## config.mk

```make
export PLATFORM = sky130hd
export DESIGN_NAME = fetch_unit
export DESIGN_NICKNAME = d
export VERILOG_FILES = /design/src/rtl/core_pkg.sv /design/src/rtl/fetch_queue.sv /design/src/rtl/fetch_unit.sv
export SDC_FILE = /design/constraint.sdc
export NUM_CORES = 1
export LEC_CHECK = 0
export ABC_CLOCK_PERIOD_IN_PS = 5120
export BUFFER_PORTS_ARGS = -buffer_cell sky130_fd_sc_hd__buf_2
export CORE_MARGIN = 5
export CORE_UTILIZATION = 25
export DETAILED_ROUTE_END_ITERATION = 8
export HOLD_SLACK_MARGIN = 0.08
export MAX_ROUTING_LAYER = met4
export SLEW_MARGIN = 15
export SYNTH_ARGS = -nofsm -noshare
export SYNTH_HDL_FRONTEND = slang
export SYNTH_SLANG_ARGS = --single-unit
```

## constraint.sdc

```tcl
create_clock -name clk -period 5.12 [get_ports clk]
set_input_delay 0.256 -clock clk [delete_from_list [all_inputs] [get_ports clk]]
set_output_delay 0.256 -clock clk [all_outputs]
set_load 0.05 [all_outputs]
```

## src/rtl/core_pkg.sv

```systemverilog
// Shared RV32I core definitions: widths, constants and the fetch queue entry.
package core_pkg;

    localparam int unsigned XLEN             = 32;
    localparam logic [31:0] NOP_INSTR        = 32'h0000_0013;
    localparam logic [31:0] RESET_PC_DEFAULT = 32'h0000_0000;

    typedef struct packed {
        logic [XLEN-1:0] pc;
        logic [XLEN-1:0] instr;
    } fetch_entry_t;

endpackage

```

## src/rtl/fetch_queue.sv

```systemverilog
// In-order instruction queue between fetch and decode; head is read from
// registered storage, flush empties it in one cycle.
module fetch_queue
    import core_pkg::*;
#(
    parameter int unsigned DEPTH = 4,
    localparam int unsigned AW   = $clog2(DEPTH),
    localparam int unsigned CW   = AW + 1
) (
    input  logic         clk,
    input  logic         rst_n,
    input  logic         i_push,
    input  fetch_entry_t i_data,
    input  logic         i_pop,
    input  logic         i_flush,
    output fetch_entry_t o_head,
    output logic [CW-1:0] o_count,
    output logic         o_empty,
    output logic         o_full
);

    fetch_entry_t  r_mem [DEPTH];
    logic [AW-1:0] r_wr_ptr;
    logic [AW-1:0] r_rd_ptr;
    logic [CW-1:0] r_count;

    logic w_push_en;
    logic w_pop_en;

    assign o_empty   = (r_count == '0);
    assign o_full    = (r_count == CW'(DEPTH));
    // A push into a full queue is only legal when the head leaves in the same cycle.
    assign w_push_en = i_push && (!o_full || i_pop);
    assign w_pop_en  = i_pop && !o_empty;
    assign o_head    = r_mem[r_rd_ptr];
    assign o_count   = r_count;

    // Storage, pointers and occupancy; flush clears pointers only.
    always_ff @(posedge clk or negedge rst_n) begin
        if (!rst_n) begin
            r_wr_ptr <= '0;
            r_rd_ptr <= '0;
            r_count  <= '0;
            for (int unsigned i = 0; i < DEPTH; i++) begin
                r_mem[i] <= '0;
            end
        end else if (i_flush) begin
            r_wr_ptr <= '0;
            r_rd_ptr <= '0;
            r_count  <= '0;
        end else begin
            if (w_push_en) begin
                r_mem[r_wr_ptr] <= i_data;
                r_wr_ptr        <= r_wr_ptr + AW'(1);
            end
            if (w_pop_en) begin
                r_rd_ptr <= r_rd_ptr + AW'(1);
            end
            r_count <= r_count + CW'(w_push_en) - CW'(w_pop_en);
        end
    end

    a_no_overflow: assert property (@(posedge clk) disable iff (!rst_n)
        !(i_push && o_full && !i_pop && !i_flush));

endmodule

```

## src/rtl/fetch_unit.sv

```systemverilog
// RV32I fetch stage: sequential PC generation with credit-limited requests,
// in-order response capture and redirect with stale-response dropping.
module fetch_unit
    import core_pkg::*;
#(
    parameter logic [31:0] RESET_PC    = RESET_PC_DEFAULT,
    parameter int unsigned QUEUE_DEPTH = 4
) (
    input  logic        clk,
    input  logic        rst_n,
    output logic        imem_req_valid,
    input  logic        imem_req_ready,
    output logic [31:0] imem_req_addr,
    input  logic        imem_rsp_valid,
    input  logic [31:0] imem_rsp_data,
    input  logic        redirect_valid,
    input  logic [31:0] redirect_pc,
    output logic        instr_valid,
    input  logic        instr_ready,
    output logic [31:0] instr,
    output logic [31:0] instr_pc
);

    localparam int unsigned CW = $clog2(QUEUE_DEPTH) + 1;

    logic [31:0]   r_fetch_pc;
    logic [31:0]   r_rsp_pc;
    logic [CW-1:0] r_outstanding;
    logic [CW-1:0] r_drop_cnt;

    logic [CW-1:0] w_count;
    logic          w_empty;
    logic          w_full;
    fetch_entry_t  w_head;
    fetch_entry_t  w_push_data;
    logic [CW:0]   w_inflight;
    logic          w_req_valid;
    logic          w_req_fire;
    logic          w_rsp_accept;
    logic          w_rsp_keep;
    logic          w_instr_valid;
    logic          w_pop;
    logic [31:0]   w_redirect_target;
    logic [CW-1:0] w_outstanding_nxt;

    // Credits count both queued words and requests still in flight, so every
    // response is guaranteed a queue slot.
    assign w_inflight        = {1'b0, r_outstanding} + {1'b0, w_count};
    assign w_req_valid       = rst_n && !redirect_valid && (w_inflight < (CW+1)'(QUEUE_DEPTH));
    assign w_req_fire        = w_req_valid && imem_req_ready;
    assign w_rsp_accept      = imem_rsp_valid && (r_outstanding != '0);
    assign w_rsp_keep        = w_rsp_accept && !redirect_valid && (r_drop_cnt == '0);
    assign w_instr_valid     = !w_empty && !redirect_valid;
    assign w_pop             = w_instr_valid && instr_ready;
    assign w_redirect_target = redirect_pc & 32'hFFFF_FFFC;
    assign w_outstanding_nxt = r_outstanding + CW'(w_req_fire) - CW'(w_rsp_accept);
    assign w_push_data       = '{pc: r_rsp_pc, instr: imem_rsp_data};

    assign imem_req_valid = w_req_valid;
    assign imem_req_addr  = r_fetch_pc;
    assign instr_valid    = w_instr_valid;
    assign instr          = w_head.instr;
    assign instr_pc       = w_head.pc;

    // PC, outstanding-request and drop bookkeeping.
    always_ff @(posedge clk or negedge rst_n) begin
        if (!rst_n) begin
            r_fetch_pc    <= RESET_PC;
            r_rsp_pc      <= RESET_PC;
            r_outstanding <= '0;
            r_drop_cnt    <= '0;
        end else begin
            r_outstanding <= w_outstanding_nxt;
            if (redirect_valid) begin
                // Everything still in flight after this cycle belongs to the old path.
                r_fetch_pc <= w_redirect_target;
                r_rsp_pc   <= w_redirect_target;
                r_drop_cnt <= w_outstanding_nxt;
            end else begin
                if (w_req_fire) begin
                    r_fetch_pc <= r_fetch_pc + 32'd4;
                end
                if (w_rsp_keep) begin
                    r_rsp_pc <= r_rsp_pc + 32'd4;
                end
                if (w_rsp_accept && (r_drop_cnt != '0)) begin
                    r_drop_cnt <= r_drop_cnt - CW'(1);
                end
            end
        end
    end

    fetch_queue #(
        .DEPTH (QUEUE_DEPTH)
    ) u_queue (
        .clk     (clk),
        .rst_n   (rst_n),
        .i_push  (w_rsp_keep),
        .i_data  (w_push_data),
        .i_pop   (w_pop),
        .i_flush (redirect_valid),
        .o_head  (w_head),
        .o_count (w_count),
        .o_empty (w_empty),
        .o_full  (w_full)
    );

    a_rsp_expected: assert property (@(posedge clk) disable iff (!rst_n)
        imem_rsp_valid |-> (r_outstanding != '0));

    a_push_has_room: assert property (@(posedge clk) disable iff (!rst_n)
        w_rsp_keep |-> (!w_full || w_pop));

endmodule

```

# Word-level counts from Yosys, hierarchy flattened
# Cells that the tools add are included.
[classes]
n_addsub = 10
multipliers = 0
div_mod_pow = 0
n_lt_le_gt_ge = 4
eq_ne = 1
n_shift = 0
n_mux = 17
bitwise = 3
n_reduce_logical = 26
[op_table]
columns = ["cell", "n"]
rows = [
  ["bitwise mux 256 bit", 1],
  ["two-way mux 64 bit", 3],
  ["binary-select mux 64 bit (select 2 bit)", 1],
  ["demux 64 bit (select 2 bit)", 1],
  ["two-way mux 32 bit", 4],
  ["adder 32 x 3 -> 32 bit (second input constant)", 2],
  ["logical AND 1 bit", 12],
  ["nonzero test 2 bit", 5],
  ["two-way mux 3 bit", 3],
  ["two-way mux 2 bit", 4],
  ["adder 3 x 1 -> 3 bit", 2],
  ["greater-or-equal comparator 3 bit (second input constant)", 2],
  ["logical NOT 3 bit", 2],
  ["inverter 2 -> 3 bit", 2],
  ["nonzero test 3 bit", 2],
  ["subtractor 3 x 1 -> 3 bit", 2],
  ["adder 2 x 1 -> 2 bit (second input constant)", 2],
  ["adder 3 x 3 -> 4 bit", 1],
  ["less-than comparator 4 x 3 -> 1 bit (second input constant)", 1],
  ["equality test 3 bit (second input constant)", 1],
  ["logical NOT 1 bit", 3],
  ["less-than comparator 3 x 1 -> 1 bit (second input constant)", 1],
  ["subtractor 3 x 1 -> 3 bit (second input constant)", 1],
  ["AND reduction 2 bit", 1],
  ["2 further kinds", 2],
]
[totals]
register_bits = 333
latch_bits = 0
mem_bits_rw = 0
romBits = 0
inputBits = 70
output_inout_bits = 98
wordCells = 76
n_memories = 0

# Depth between registers and ports, before layout
[depth]
depth_word = 9
depth_mapped = 14
ltp_nobuf = 13

# Modules after synthesis
# Synthesis repeated with hierarchy kept, for this count alone.
[hier_totals]
hier_cells = 1096
area_unflattened_um2 = 16095.4
[modules_own_cells]
columns = ["module", "n_inst", "cells_each", "area_per_inst_um2", "seq_area_each_um2"]
rows = [
  ["fetch_queue", 1, 665, 12221.7, 6581.3],
  ["fetch_unit", 1, 431, 3873.7, 1651.6],
]

# Worst setup path before layout
# Ideal clock, no wire load.
[synth_path]
path_type = "flip-flop to flip-flop"
startpoint = "reg u_queue.r_count[1] (netlist: u_queue.o_count[1])"
endpoint = "reg r_drop_cnt[2]"
setup_ns = 0.136
arrival_time_ns = 2.602
required_ns = 4.984
path_slack_ns = 2.382
path_stages_with_launch = 15
path_buffers = 1
synth_period_minus_slack_ns = 2.738
cell_sequence = "dfrtp_1 -> ha_1 -> nand3_1 -> and4_1 -> inv_2 -> clkbuf_1 -> ha_1 -> inv_1 -> ha_1 -> inv_1 -> fa_1 -> xnor2_1 -> xnor2_1 -> nand2_1 -> o21ai_0"
[synth_via]
elab_chain_cells = 7
[synth_rtl]
columns = ["element", "line_no", "rtl"]
rows = [
  ["from (decl)", "fetch_queue.sv:25", "logic [CW-1:0] r_count;"],
  ["from (signal assigned)", "fetch_queue.sv:59", "r_count <= r_count + CW'(w_push_en) - CW'(w_pop_en);"],
  ["adder 3 x 3 -> 4 bit", "fetch_unit.sv:48", "assign w_inflight = {1'b0, r_outstanding} + {1'b0, w_count};"],
  ["less-than comparator 4 x 3 -> 1 bit", "fetch_unit.sv:49", "assign w_req_valid = rst_n && !redirect_valid && (w_inflight < (CW+1)'(QUEUE_DEPTH));"],
  ["logical AND 1 bit", "fetch_unit.sv:49", ""],
  ["logical AND 1 bit", "fetch_unit.sv:50", "assign w_req_fire = w_req_valid && imem_req_ready;"],
  ["adder 3 x 1 -> 3 bit", "fetch_unit.sv:56", "assign w_outstanding_nxt = r_outstanding + CW'(w_req_fire) - CW'(w_rsp_accept);"],
  ["subtractor 3 x 1 -> 3 bit", "fetch_unit.sv:56", ""],
  ["net w_outstanding_nxt[2]", "fetch_unit.sv:44", "logic [CW-1:0] w_outstanding_nxt;"],
  ["two-way mux 3 bit", "fetch_unit.sv:74", "if (redirect_valid) begin"],
  ["to (signal assigned)", "fetch_unit.sv:78", "r_drop_cnt <= w_outstanding_nxt;"],
  ["to (signal assigned)", "fetch_unit.sv:87", "r_drop_cnt <= r_drop_cnt - CW'(1);"],
  ["to (decl)", "fetch_unit.sv:29", "logic [CW-1:0] r_drop_cnt;"],
]
# The timed path passes the listed nets, and every way through them passes these cells.
# A chain may end at the register's enable or synchronous reset.

# Worst setup path after layout
[layout_path]
startpoint = "reg r_drop_cnt[0]"
endpoint = "reg u_queue.r_mem[201] (netlist name)"
[layout_via]
elab_chain_cells = 4
[layout_rtl]
columns = ["element", "line_no", "rtl"]
rows = [
  ["logical NOT 3 bit", "fetch_unit.sv:52", "assign w_rsp_keep = w_rsp_accept && !redirect_valid && (r_drop_cnt == '0);"],
  ["logical AND 1 bit", "fetch_unit.sv:52", ""],
  ["logical AND 1 bit", "fetch_queue.sv:33", "assign w_push_en = i_push && (!o_full || i_pop);"],
  ["AND reduction 2 bit (no source line)", "-", ""],
  ["to (signal, indexed assignment)", "fetch_queue.sv:53", "r_mem[r_wr_ptr] <= i_data;"],
  ["to (decl)", "fetch_queue.sv:22", "fetch_entry_t r_mem [DEPTH];"],
]
# Every way passes these cells.

==> summary.txt <==
Clocking
  • Post_cts resized: 0
  • CTS root buffer: clkbuf_16
  • # clock sinks: between 300 and 400
  • Clk pin slew, worst setup/hold paths: ~0.060 ns
  • CTS tree: yes
  • Clock H-tree levels: 2
  • CTS max path bufs: 3
  • CTS buffer count: 39
  • Worst skew pair latency: 0.57 ns

Pwr
  • LEAKAGE: 8.61 nW
  • Maximum vdd ir drop: around 0.00023 V
  • Power per cell area: 509 mW/mm²

Yosys
  • Post-Synthesis Cells: around 1,100
  • Yosys warns: 0
  • Post-synthesis sequential area ratio: 52.9%
  • Post-synthesis sequential element count: 321
  • Number of synthesized flops with an enable pin: 0
  • Mapped Area: 0.0152 mm²
  • Top FF cell, synth: dfrtp_1
  • Avg Cell Area, Syn: 14.2 µm²
  • Synth unique cells: between 50 and 60
  • Fraction of registers with async set/reset: 100%

Layout
  • Final instance area: 0.0186 mm²
  • Fraction of layout cells with a size suffix above 1: 25.2%
  • Synthesis-to-finish area growth: 22.3%
  • Area of the multi-input gates: approximately 0.0066 mm²
  • FF/Latch Area: roughly 0.0080 mm²
  • Antenna cells: 0
  • Nets: 1,363
  • Final instance count without filler cells: 2,090
  • Fillers: 6,012

Die
  • Die area: 0.0657 mm²
  • CORE AREA: 0.0602 mm²
  • Chip Width: ~260 µm
  • Std cell rows: 90
  • Die Span Y: approximately 260 µm
  • Starting density of the core: 25.2%
  • Top-Level Pins: between 150 and 200

Worst setup path
  • Crit-path cells: inv_1 > ha_1 > nor2b_1 > and2_1 > and3_1 > nand2_8 > mux2_1
  • RR Startpoint: r_drop_cnt[0]
  • CP delay by family, top: simple AND/OR/NAND/NOR gates
  • Reg2Reg Setup Slack: 1.67 ns
  • Setup crit start kind: flop
  • WP data required: 5.55 ns
  • CP endpoint kind: flop
  • Max FO, Critical Path: 62
  • Worst r2r dst: u_queue.r_mem[201]
  • WP buf/inv: 1
  • Critical path arrival: 3.88 ns
  • Crit-path max cell delay: 0.81 ns
  • Worst r2r path cells: 7
  • Crit-path slowest cell: and3_1
  • Crit Path Category: flop to flop

Job
  • Max-cap violations: 0

Outcome
  • Status: complete, no violations

Place
  • Gp weighted congestion: 0.808
  • Area after DPL: 0.0166 mm²
  • PortBufs: about 160
  • Placed cell count: 1,955
  • Post-DP HPWL: 24.7 mm

Timing
  • Worst-margin pin slew: 0.923 ns
  • Rel. slew slack: 38.3%
  • Setup Skew: about 0.017 ns
  • Post-route clock period utilization: between 60% and 70%
  • Max Slew Vio Count: 0
  • Final setup vio count: 0
  • Post-route minimum period: 3.45 ns
  • RSZ-0062 raised after global routing: false
  • Achievable clock frequency: 290 MHz
  • Final Hold Vio Count: 0
  • Setup TNS: 0 ns

GRT
  • Met1 Track Usage GR: approximately 16%
  • Vias in the first global route: 10,300
  • GR Util met3: 2.73%
  • Busiest metal layer after global routing: met2
  • Tot GR Track Use: 11.9%
  • First-pass GRT wire length: 60.8 mm
  • Antenna violations before repair: 1
  • GR Overflow Total: 0
  • Largest net degree at the start of global routing: 72
  • Met2 Usage GRT: 18.4%

Routing
  • TritonRoute pass-1 iters: 5
  • Total Wirelength: roughly 38 mm
  • 1st-iter DRT viols: around 460
  • Via Count: 9,619
  • Antenna-violating nets left: 0
  • DRC viols: 0
  • Vias/cell: 4.60
  • Detailed-route wire length per cell: 18.3 µm

Min path
  • WHS Path Cells: 3
  • Hold path startpoint: instr_ready
  • Min-Delay Endpoint: u_queue.r_rd_ptr[0]
  • Worst hold path class: input pin to flop
worst register-to-register path, cell delays in order, from the launching register on:
cell	delay (ns)
dfrtp_1	0.36
inv_1	0.11
ha_1	0.17
nor2b_1	0.35
and2_1	0.40
and3_1	0.82
nand2_8	0.53
mux2_1	0.59
layer usage:
metal	share of wire [%]	routed length [µm]
met5	0	0
met4	2.1	796
met3	5.1	1940
met2	47	17800
met1	46	17700
report_power, final:
group / internal, mW / switching, mW / leakage, nW
clock: 1.75 / 1.14 / 0.657
combinational: 1.09 / 2.12 / 3.72
sequential: 2.99 / 0.354 / 4.23
total: 5.83 / 3.62 / 8.61
cell type report:
| type | count | share of cell area [%] |
|---|---|---|
| inverters | 20 | 0.404 |
| repair buffers | 234 | 8.20 |
| clock inverters | 17 | 1.28 |
| flip-flops and latches | 321 | 43.3 |
| clock buffers | 55 | 6.01 |
| well taps | 782 | 5.27 |
| multi-input cells | 661 | 35.5 |
cell usage after synthesis, drive strengths merged, types with 2 or more instances:
| cell | n | area (µm²) |
|---|---|---|
| or3 | 2 | 12.5 |
| nor3b | 3 | 27.5 |
| a21boi | 2 | 15.0 |
| inv | 20 | 75.1 |
| o31a | 3 | 26.3 |
| ha | 14 | 175 |
| a21oi | 11 | 55.1 |
| o311ai | 8 | 70.1 |
| nor4 | 5 | 65.1 |
| xor2 | 13 | 114 |
| and3 | 18 | 113 |
| or4 | 2 | 15.0 |
| fa | 2 | 40.0 |
| nand2b | 2 | 12.5 |
| nor2b | 3 | 18.8 |
| a31o | 2 | 17.5 |
| dfrtp | 321 | 8030 |
| o211ai | 7 | 52.6 |
| clkbuf | 24 | 90.1 |
| nand4 | 21 | 131 |
| mux2i | 5 | 50.1 |
| buf | 46 | 399 |
| and4 | 6 | 52.6 |
| a31oi | 5 | 31.3 |
| xnor2 | 29 | 254 |
| nor3 | 15 | 115 |
| mux4 | 62 | 1400 |
| nand3 | 27 | 135 |
| mux2 | 259 | 2920 |
| and2 | 9 | 56.3 |
| nor2 | 25 | 93.8 |
| o21ai | 36 | 180 |
| nand2 | 54 | 268 |
cells by family (layout without fill, tap and decap cells):
family,Yosys count,after routing,share of synthesized area (%)
muxes,326,326,28.7
DFF,321,321,52.9
and+or+nand+nor,195,195,7.57
buffers and inverters,90,326,3.72
AOI/OAI and AO/OA,78,78,3.19
xor gates and xnor gates,42,42,2.42
adders and majority gates,16,16,1.42
other,1,4,0.0247
what timing repair did:
action	CTS	global route
setup buffers	0	0
hold buffers	63	0
hold endpoints to repair	248	0
flip-flops by register name, summed over array words and instances, names as in the netlist:
signal	flops
imem_req_addr	30
r_drop_cnt	3
r_outstanding	3
r_rsp_pc	30
u_queue.o_count	3
u_queue.r_mem	248
u_queue.r_rd_ptr	2
u_queue.r_wr_ptr	2
metrics by stage:
step	hold WS [ns]	total power [mW]	setup slack, ns	utilization (%)
final	0.147	9.45	1.67	30.8
after global placement	0.222	6.56	1.69	27.5
after CTS	0.105	9.61	1.64	30.8
after detailed placement	0.235	6.63	1.66	27.5
after global routing	0.142	9.94	1.46	30.8
after floorplan	-0.0396	5.76	2.38	-
placed cells by master (no fill, tap or decap), types with 6 or more instances in the layout:
master,Yosys,layout
a21oi_1,11,11
and2_1,9,9
and3_1,18,18
and4_1,6,6
buf_2,13,160
buf_4,4,10
clkbuf_1,24,8
clkbuf_16,0,39
clkbuf_8,0,8
dfrtp_1,321,319
dlygate4sd3_1,0,63
ha_1,14,14
inv_1,19,19
mux2_1,248,248
mux2_2,11,11
mux4_2,62,62
nand2_1,50,50
nand3_1,27,27
nand4_1,21,21
nor2_1,25,25
nor3_1,7,7
nor3_2,8,8
o211ai_1,7,7
o21ai_0,11,11
o21ai_1,25,25
o311ai_1,8,8
xnor2_1,29,29
xor2_1,13,13
worst max path at each step:
stage / end / cells past startpoint / start
2_1_floorplan: r_drop_cnt[2] / 14 / u_queue.o_count[1]
3_3_place_gp: u_queue.r_mem[26] / 7 / r_drop_cnt[0]
3_5_place_dp: u_queue.r_mem[217] / 7 / r_drop_cnt[0]
4_1_cts: u_queue.r_mem[217] / 7 / r_drop_cnt[0]
5_1_grt: u_queue.r_mem[219] / 7 / r_drop_cnt[0]
6_report: u_queue.r_mem[201] / 7 / r_drop_cnt[0]
Note: power is estimated with default switching activity, not from simulation.
